`config.mk`:
```
export PLATFORM = sky130hd
export DESIGN_NAME = dmem_req_ctrl
export DESIGN_NICKNAME = d
export VERILOG_FILES = /design/src/rtl/dmem_pkg.sv /design/src/rtl/dmem_load_align.sv /design/src/rtl/dmem_req_ctrl.sv
export SDC_FILE = /design/constraint.sdc
export NUM_CORES = 1
export LEC_CHECK = 0
export CORE_MARGIN = 2
export CORE_UTILIZATION = 35
export DETAILED_ROUTE_END_ITERATION = 12
export PLACE_DENSITY = 0.7
export SLEW_MARGIN = 20
export SYNTH_ARGS = -nofsm -noshare
export SYNTH_HDL_FRONTEND = slang
export SYNTH_HIERARCHICAL = 1
export SYNTH_SLANG_ARGS = --single-unit
```
`constraint.sdc`:
```
create_clock -name clk -period 2.4 [get_ports clk]
set_clock_uncertainty 0.15 [all_clocks]
set_input_delay 0.48 -clock clk [delete_from_list [all_inputs] [get_ports clk]]
set_output_delay 0.48 -clock clk [all_outputs]
set_load 0.05 [all_outputs]
```
`src/rtl/dmem_pkg.sv`:
```
// Shared types and helpers for the data-side memory request controller.
// Store byte-enable and lane-replication helpers live here so the top stays readable.
package dmem_pkg;

    typedef enum logic [2:0] {
        StIdle,
        StReq,
        StWait,
        StDone,
        StDrain
    } state_e;

    localparam logic [1:0] SIZE_B = 2'd0;
    localparam logic [1:0] SIZE_H = 2'd1;
    localparam logic [1:0] SIZE_W = 2'd2;

    function automatic logic [3:0] calc_wstrb(input logic       wr,
                                              input logic [1:0] size,
                                              input logic [1:0] addr_lo);
        logic [3:0] strb;
        strb = 4'b0000;
        if (wr) begin
            unique case (size)
                SIZE_B:  strb = 4'b0001 << addr_lo;
                SIZE_H:  strb = addr_lo[1] ? 4'b1100 : 4'b0011;
                default: strb = 4'b1111;
            endcase
        end
        return strb;
    endfunction

    function automatic logic [31:0] replicate(input logic [1:0]  size,
                                              input logic [31:0] wdata);
        logic [31:0] rep;
        unique case (size)
            SIZE_B:  rep = {4{wdata[7:0]}};
            SIZE_H:  rep = {2{wdata[15:0]}};
            default: rep = wdata;
        endcase
        return rep;
    endfunction

endpackage

```
`src/rtl/dmem_load_align.sv`:
```
// Load data aligner: picks the addressed byte/half out of the raw bus word and extends it.
module dmem_load_align
    import dmem_pkg::*;
(
    input  logic [31:0] raw,
    input  logic [1:0]  addr_lo,
    input  logic [1:0]  size,
    input  logic        lsext,
    output logic [31:0] result
);

    logic [31:0] shifted;

    always_comb begin
        shifted = raw >> {addr_lo, 3'b000};
        unique case (size)
            SIZE_B:  result = {{24{lsext & shifted[7]}}, shifted[7:0]};
            SIZE_H:  result = {{16{lsext & shifted[15]}}, shifted[15:0]};
            default: result = raw;
        endcase
    end

endmodule

```
`src/rtl/dmem_req_ctrl.sv`:
```
// MEM-stage initiator for the SRAM-like data bus: one outstanding access, stall until done,
// and drain of an accepted request when the pipeline is flushed.
module dmem_req_ctrl
    import dmem_pkg::*;
#(
    parameter int unsigned ADDR_W = 32,
    parameter int unsigned DATA_W = 32
) (
    input  logic              clk,
    input  logic              resetn,
    input  logic              refresh,
    input  logic              stall,
    input  logic              mem_ren,
    input  logic              mem_wen,
    input  logic [1:0]        mem_size,
    input  logic              mem_lsext,
    input  logic [ADDR_W-1:0] mem_addr,
    input  logic [DATA_W-1:0] mem_wdata,
    output logic              data_req,
    output logic              data_wr,
    output logic [1:0]        data_size,
    output logic [ADDR_W-1:0] data_addr,
    output logic [3:0]        data_wstrb,
    output logic [DATA_W-1:0] data_wdata,
    input  logic              data_addr_ok,
    input  logic              data_data_ok,
    input  logic [DATA_W-1:0] data_rdata,
    output logic [DATA_W-1:0] mem_rdata,
    output logic              stall_req
);

    state_e            state_q, state_d;
    logic              acc;
    logic              cap;
    logic              lsext_q;
    logic [DATA_W-1:0] aligned;
    logic [DATA_W-1:0] rdata_q;

    assign acc = (mem_ren | mem_wen) & ~refresh;
    // Response belongs to the live request (not a drained one).
    assign cap = data_data_ok & ((state_q == StWait) | ((state_q == StReq) & data_addr_ok));

    dmem_load_align u_align (
        .raw     (data_rdata),
        .addr_lo (data_addr[1:0]),
        .size    (data_size),
        .lsext   (lsext_q),
        .result  (aligned)
    );

    always_comb begin
        state_d   = state_q;
        stall_req = 1'b0;
        unique case (state_q)
            StIdle: begin
                stall_req = acc;
                if (acc) state_d = StReq;
            end
            StReq: begin
                stall_req = ~(data_addr_ok & data_data_ok);
                if (data_addr_ok) begin
                    if (refresh)           state_d = data_data_ok ? StIdle : StDrain;
                    else if (data_data_ok) state_d = stall ? StDone : StIdle;
                    else                   state_d = StWait;
                end else if (refresh) begin
                    state_d = StIdle;
                end
            end
            StWait: begin
                stall_req = ~data_data_ok;
                if (data_data_ok)  state_d = (stall & ~refresh) ? StDone : StIdle;
                else if (refresh)  state_d = StDrain;
            end
            StDone: begin
                if (refresh | ~stall) state_d = StIdle;
            end
            StDrain: begin
                stall_req = 1'b1;
                if (data_data_ok) state_d = StIdle;
            end
            default: state_d = StIdle;
        endcase
    end

    always_ff @(posedge clk or negedge resetn) begin
        if (!resetn) begin
            state_q    <= StIdle;
            data_wr    <= 1'b0;
            data_size  <= 2'd0;
            data_addr  <= '0;
            data_wstrb <= 4'b0000;
            data_wdata <= '0;
            lsext_q    <= 1'b0;
            rdata_q    <= '0;
        end else begin
            state_q <= state_d;
            if ((state_q == StIdle) && acc) begin
                data_wr    <= mem_wen;
                data_size  <= mem_size;
                data_addr  <= mem_addr;
                data_wstrb <= calc_wstrb(mem_wen, mem_size, mem_addr[1:0]);
                data_wdata <= replicate(mem_size, mem_wdata);
                lsext_q    <= mem_lsext;
            end
            if (cap) rdata_q <= aligned;
        end
    end

    assign data_req  = (state_q == StReq);
    assign mem_rdata = cap ? aligned : rdata_q;

    // A response with nothing outstanding is a bus protocol violation.
    assert property (@(posedge clk) disable iff (!resetn)
        data_data_ok |-> (state_q inside {StReq, StWait, StDrain}));

endmodule

```
After elaboration in Yosys (flattened, before gate mapping). Cells that the tools add are included.

Register bits after elaboration: 107. Output and inout port bits: 105. Word-level logic and storage cells: 60.

Eq/ne operators: 11. Shift operators: 2. Multiplexer cells: 20. Bitwise operators: 14. Reductions and logical operators: 5.

Operators with widths (count): case mux 32 bit (2 select lines) (2); two-way mux 32 bit (1); right shift 32 x 5 -> 16 bit (1); two-way mux 3 bit (9); case mux 3 bit (5 select lines) (1); two-way mux 4 bit (2); case mux 4 bit (2 select lines) (1); AND 1 bit (7); equality test 3 x 2 -> 1 bit, second input constant (2); two-way mux 2 bit (3); != test 2 bit, second input constant (3); AND reduction 5 bit (1); equality test 2 x 1 -> 1 bit, second input constant (2); logical NOT 2 bit (2); NOT 1 bit (4); case mux 1 bit (4 select lines) (1); << shifter 1 x 2 -> 4 bit, first input constant (1); equality test 3 x 1 -> 1 bit, second input constant (1); equality test 3 bit, second input constant (1); logical NOT 3 bit (1); != test 3 x 2 -> 1 bit, second input constant (1); != test 3 bit, second input constant (1); bitwise OR 1 bit (3); logical AND 1 bit (1).

Longest topological paths before layout.
Depth after elaboration: 5. Mapped depth: 7. Mapped depth without buffers: 4.

Modules after synthesis. Netlist, hierarchy kept.

By module, submodules not included: dmem_req_ctrl (instances 1, cells an instance 435, area each 4535.6 µm², seq. area each 2677.6 µm²); dmem_load_align (instances 1, cells an instance 112, area each 737.0 µm², seq. area each 0.0 µm²).

Least setup slack after synthesis. OpenSTA, ideal clock, no wires.

Path kind: flip-flop to output port. Start point: reg data_addr[1]. End point: out mem_rdata[21]. Arrival: 2.408 ns. Required time: 1.770 ns. Slack: -0.638 ns. Stages on the path, launching flop included: 7. Path through: dfrtp_1 -> buf_6 -> mux4_2 -> a221oi_4 -> buf_6 -> o21ai_1 -> mux2_2.

Word-level cells in the longest chain between the ends: 4. Elaborated cells between the ends (all ways): 5. Classes of those cells: shift (1); mux (2); bitwise (2).

Ends and longest elaborated chain: start: declaration (RTL line dmem_req_ctrl.sv:22) `output logic [ADDR_W-1:0] data_addr,`; start signal: assignment (RTL line dmem_req_ctrl.sv:100) `data_addr <= mem_addr;`; right shift 32 x 5 -> 16 bit * (RTL line dmem_load_align.sv:15) `shifted = raw >> {addr_lo, 3'b000};`; AND 1 bit, on equally long branches (RTL line dmem_load_align.sv:18, dmem_load_align.sv:17); case mux 32 bit (2 select lines) * (RTL line dmem_load_align.sv:16) `unique case (size)`; net aligned[21] (RTL line dmem_req_ctrl.sv:36) `logic [DATA_W-1:0] aligned;`; two-way mux 32 bit *; end: declaration (RTL line dmem_req_ctrl.sv:28) `output logic [DATA_W-1:0] mem_rdata,`.

Mark *: on every way through the listed nets, which the timed path passes. The rest lies on a longest branch.

Worst setup path after layout.
Start point: in data_rdata[31]. End point: out mem_rdata[21].

Word-level cells in the longest chain between the ends: 4. Elaborated cells between the ends (all ways): 5. Classes of those cells: shift (1); mux (2); bitwise (2).

Ends and longest elaborated chain: start: declaration (RTL line dmem_req_ctrl.sv:27) `input logic [DATA_W-1:0] data_rdata,`; right shift 32 x 5 -> 16 bit * (RTL line dmem_load_align.sv:15); AND 1 bit, on equally long branches (RTL line dmem_load_align.sv:18, dmem_load_align.sv:17); case mux 32 bit (2 select lines) * (RTL line dmem_load_align.sv:16); net aligned[21] (RTL line dmem_req_ctrl.sv:36); two-way mux 32 bit *.

Marks and branches as above.

==> results.toml <==
[layout]
antennaDiodeCount = 0
regArea_sq_mm = 0.002680
drive_above_1_share = 0.2370
multi_input_area_sq_mm = 0.002664
nets = 908
final_util = 0.6048
nFillCells = 1206
area_delta_synth_final_pct = 67.99

[sta]
timing.hold.ws_ns = -0.001122
max_freq_mhz = 318.5
rsz0062_at_grt = "true"
timing.final.crit_period_ns = 3.140
setup_viol = 33
fin_crit_sh = 1.308
slew_viol_final = 0
max_slew.worst_pin.slew_ns = 0.6587
hold_violations = 1
setup_ws_ns = -0.7398
relSlewSlack = 0.5598

[placed_design]
place_congestion = 0.8766
place.detailed.hpwl_mm = 12.44
port_buffers = 211

[cts]
cts_sinks = 107
clock_latency_ns = 0.35
cts_buffer_depth = 2
cts_root_buf = "clkbuf_16"
cts_tree = "done"
postCtsHoldBufs = 0
cts_buffers = 9
htreeDepth = 3
cts.reportedPaths.clkPinSlew_ns = 0.07

[floorplan]
io-pin-count = 212
fp.coreArea_sq_mm = 0.01464
start_util = 0.3600
chipWidth_microns = 126.7
die_h_microns = 126.7
rows = 44
dieArea_sq_mm = 0.01606

[yosys]
synth-xor-area-share = 0
synth_async_sr_flop_share = 1.000
synth_cell_types = 38
synth_compound_area_frac = 0.1284
synthSimpleGateAreaFrac = 0.1811
yosysSeqAreaShare = 0.5078
synth_top_family_by_area = "simple AND/OR/NAND/NOR gates"
ys_seq_elements = 107
synthAdderAreaFrac = 0
synthesis.nets = 654
yosysWarnings = 6
synthesis.area_per_instance_sq_um = 9.639
syn_inst = 547
ys.flop_type = "dfrtp_1"
syn_area_sq_mm = 0.005273
synthMuxAreaShare = 0.1355
synth_edf_count = 0

[setup_path]
end_kind = "output pin"
path_max_fanout = 6
slowest_delay_ns = 0.55
reg2reg_depth = 7
slowest_stage = "mux4_2"
crit_type = "in -> out"
crit_chain = "dlygate4sd2_1, mux4_2, a221oi_4, buf_6, o21ai_2, mux2_4, buf_8"
cp_data_arrival_time_ns = 2.51
critPathLaunchType = "input port"
critPathRequiredTime_ns = 1.77

[global_route]
grt_pass1_wl_mm = 29.73
grtUsageTotal = 0.2376
antenna_found_initial = 0
grt_pass1_vias = 5469
grt_max_degree = 96
overflow = 0

[power]
cellInternalPower_mw = 7.535
p_sw_mw = 7.108
power_density_mw_per_mm2 = 1653
peakVddDrop_v = 0.0008172
switching_share = 0.4854
p_total_mw = 14.64
p_leak_nw = 4.098
power_frac_seq = 0.213
combPwrFrac = 0.678
p_clk_frac = 0.110

[drt]
drt-total-wl_mm = 18.99
wl_per_cell_microns = 19.18
firstDrtPassIters = 5
vias = 5162
vias_per_cell = 5.214
drc = 0
drtIter0Drc = 313
postRouteAntennaNets = 0

[run]
drv_cap = 0

[run_status]
violations = "negative hold slack, negative setup slack"
outcome = "complete, but fails checks"

[worst_hold_path]
min_path_type = "in -> async"
==> synthesized netlist by cell type, drive strengths merged (2+ instances only) <==
cell type	n	share of area
clkbuf	14	0.010
o31ai	7	0.010
nor2b	3	0.0036
mux2	33	0.070
nand2	186	0.13
a2bb2oi	2	0.0033
inv	5	0.0036
nor3b	3	0.0043
o211a	7	0.013
nor2	19	0.015
a22o	9	0.015
o2bb2ai	7	0.012
dfrtp	107	0.51
mux2i	32	0.061
a21oi	16	0.015
buf	23	0.033
o21ai	50	0.047
nand3b	9	0.013
nand2b	2	0.0024
==> placed cells by master (no fill, tap or decap), drive strengths merged, types with 11 or more instances in the layout <==
cell type,instances
nand2,186
clkdlybuf4s50,167
dfrtp,107
buf,106
o21ai,50
mux2,33
mux2i,32
nor2,19
a21oi,16
clkbuf,11
==> power by group through the flow <==
stage          Combinational, mW  Sequential, mW  Clock [mW]
2_1_floorplan               3.67            5.01           0
3_5_place_dp                8.39            3.10           0
4_1_cts                     9.61            3.10        1.65
5_1_grt                     10.4            3.22        1.73
3_3_place_gp                8.29            3.08           0
6_report                    9.92            3.12        1.60
==> cell type report <==
type                    instances  share of cell area
clock buffers                  10             0.02585
flip-flops and latches        107              0.3026
repair buffers                280              0.3321
well taps                     184             0.02599
multi-input cells             397              0.3007
inverters                       6            0.002543
clock inverters                 6             0.01017
==> metrics by stage <==
stage	instance area [sq um]	setup TNS (ns)	worst slack (ns)	hold WS, ns	cells
floorplan	5343	-10.83	-0.4305	0.03441	547
global placement	7776	-26.00	-0.8006	0.3071	947
detailed placement	7776	-28.79	-0.8652	0.3111	947
CTS	8748	-17.75	-0.6733	0.01463	983
global route	8857	-20.87	-0.7854	0.03103	990
finish	8857	-19.09	-0.7398	-0.001122	990
==> sequential cells by signal, indices dropped and copies added (netlist names) <==
| signal | cells |
|---|---|
| data_wstrb | 4 |
| state_q | 3 |
| rdata_q | 32 |
| data_wr | 1 |
| lsext_q | 1 |
| data_wdata | 32 |
| data_size | 2 |
| data_addr | 32 |
==> critical path: cells and delay by family <==
family	cells	cell delay (ns)
AOI/OAI and AO/OA	2	0.50
muxes	2	0.87
buffers and inverters	3	0.66
==> repair_timing <==
item	in CTS	in global routing
pin swaps	8	5
cloned	3	1
setup endpoints to repair	32	33
setup buffers	17	8
gates resized for setup	123	11
hold endpoints to repair	0	0
==> routing by layer <==
layer  track usage  share of wire  vias to the layer above
met3       0.08984          0.083                       60
met4        0.1041          0.041                        0
li1              -              -                     2365
met5             0              0                        -
met1        0.2600           0.38                     2500
met2        0.4127           0.50                      237
==> final timing paths <==
kind	startpoint	end	slack, ns
worst min-delay path	resetn	rdata_q[21]$_DFF_PN0_	-0.001
max in group asynchronous	resetn	data_addr[23]$_DFFE_PN0P_	1.44
worst max register to register	data_addr[1]$_DFFE_PN0P_	rdata_q[31]$_DFF_PN0_	-0.05
min in group clk	data_addr[12]$_DFFE_PN0P_	data_addr[12]$_DFFE_PN0P_	0.33
worst min register to register	data_addr[12]$_DFFE_PN0P_	data_addr[12]$_DFFE_PN0P_	0.33
worst max-delay path	data_rdata[31]	mem_rdata[21]	-0.74
==> logic make-up (layout without fill, tap and decap cells) <==
group,Yosys count,count (layout)
AOI/OAI and AO/OA,104,104
buffers and inverters,43,302
DFF,107,107
muxes,66,66
and+or+nand+nor,227,227
(Power assumes the default switching activity.)
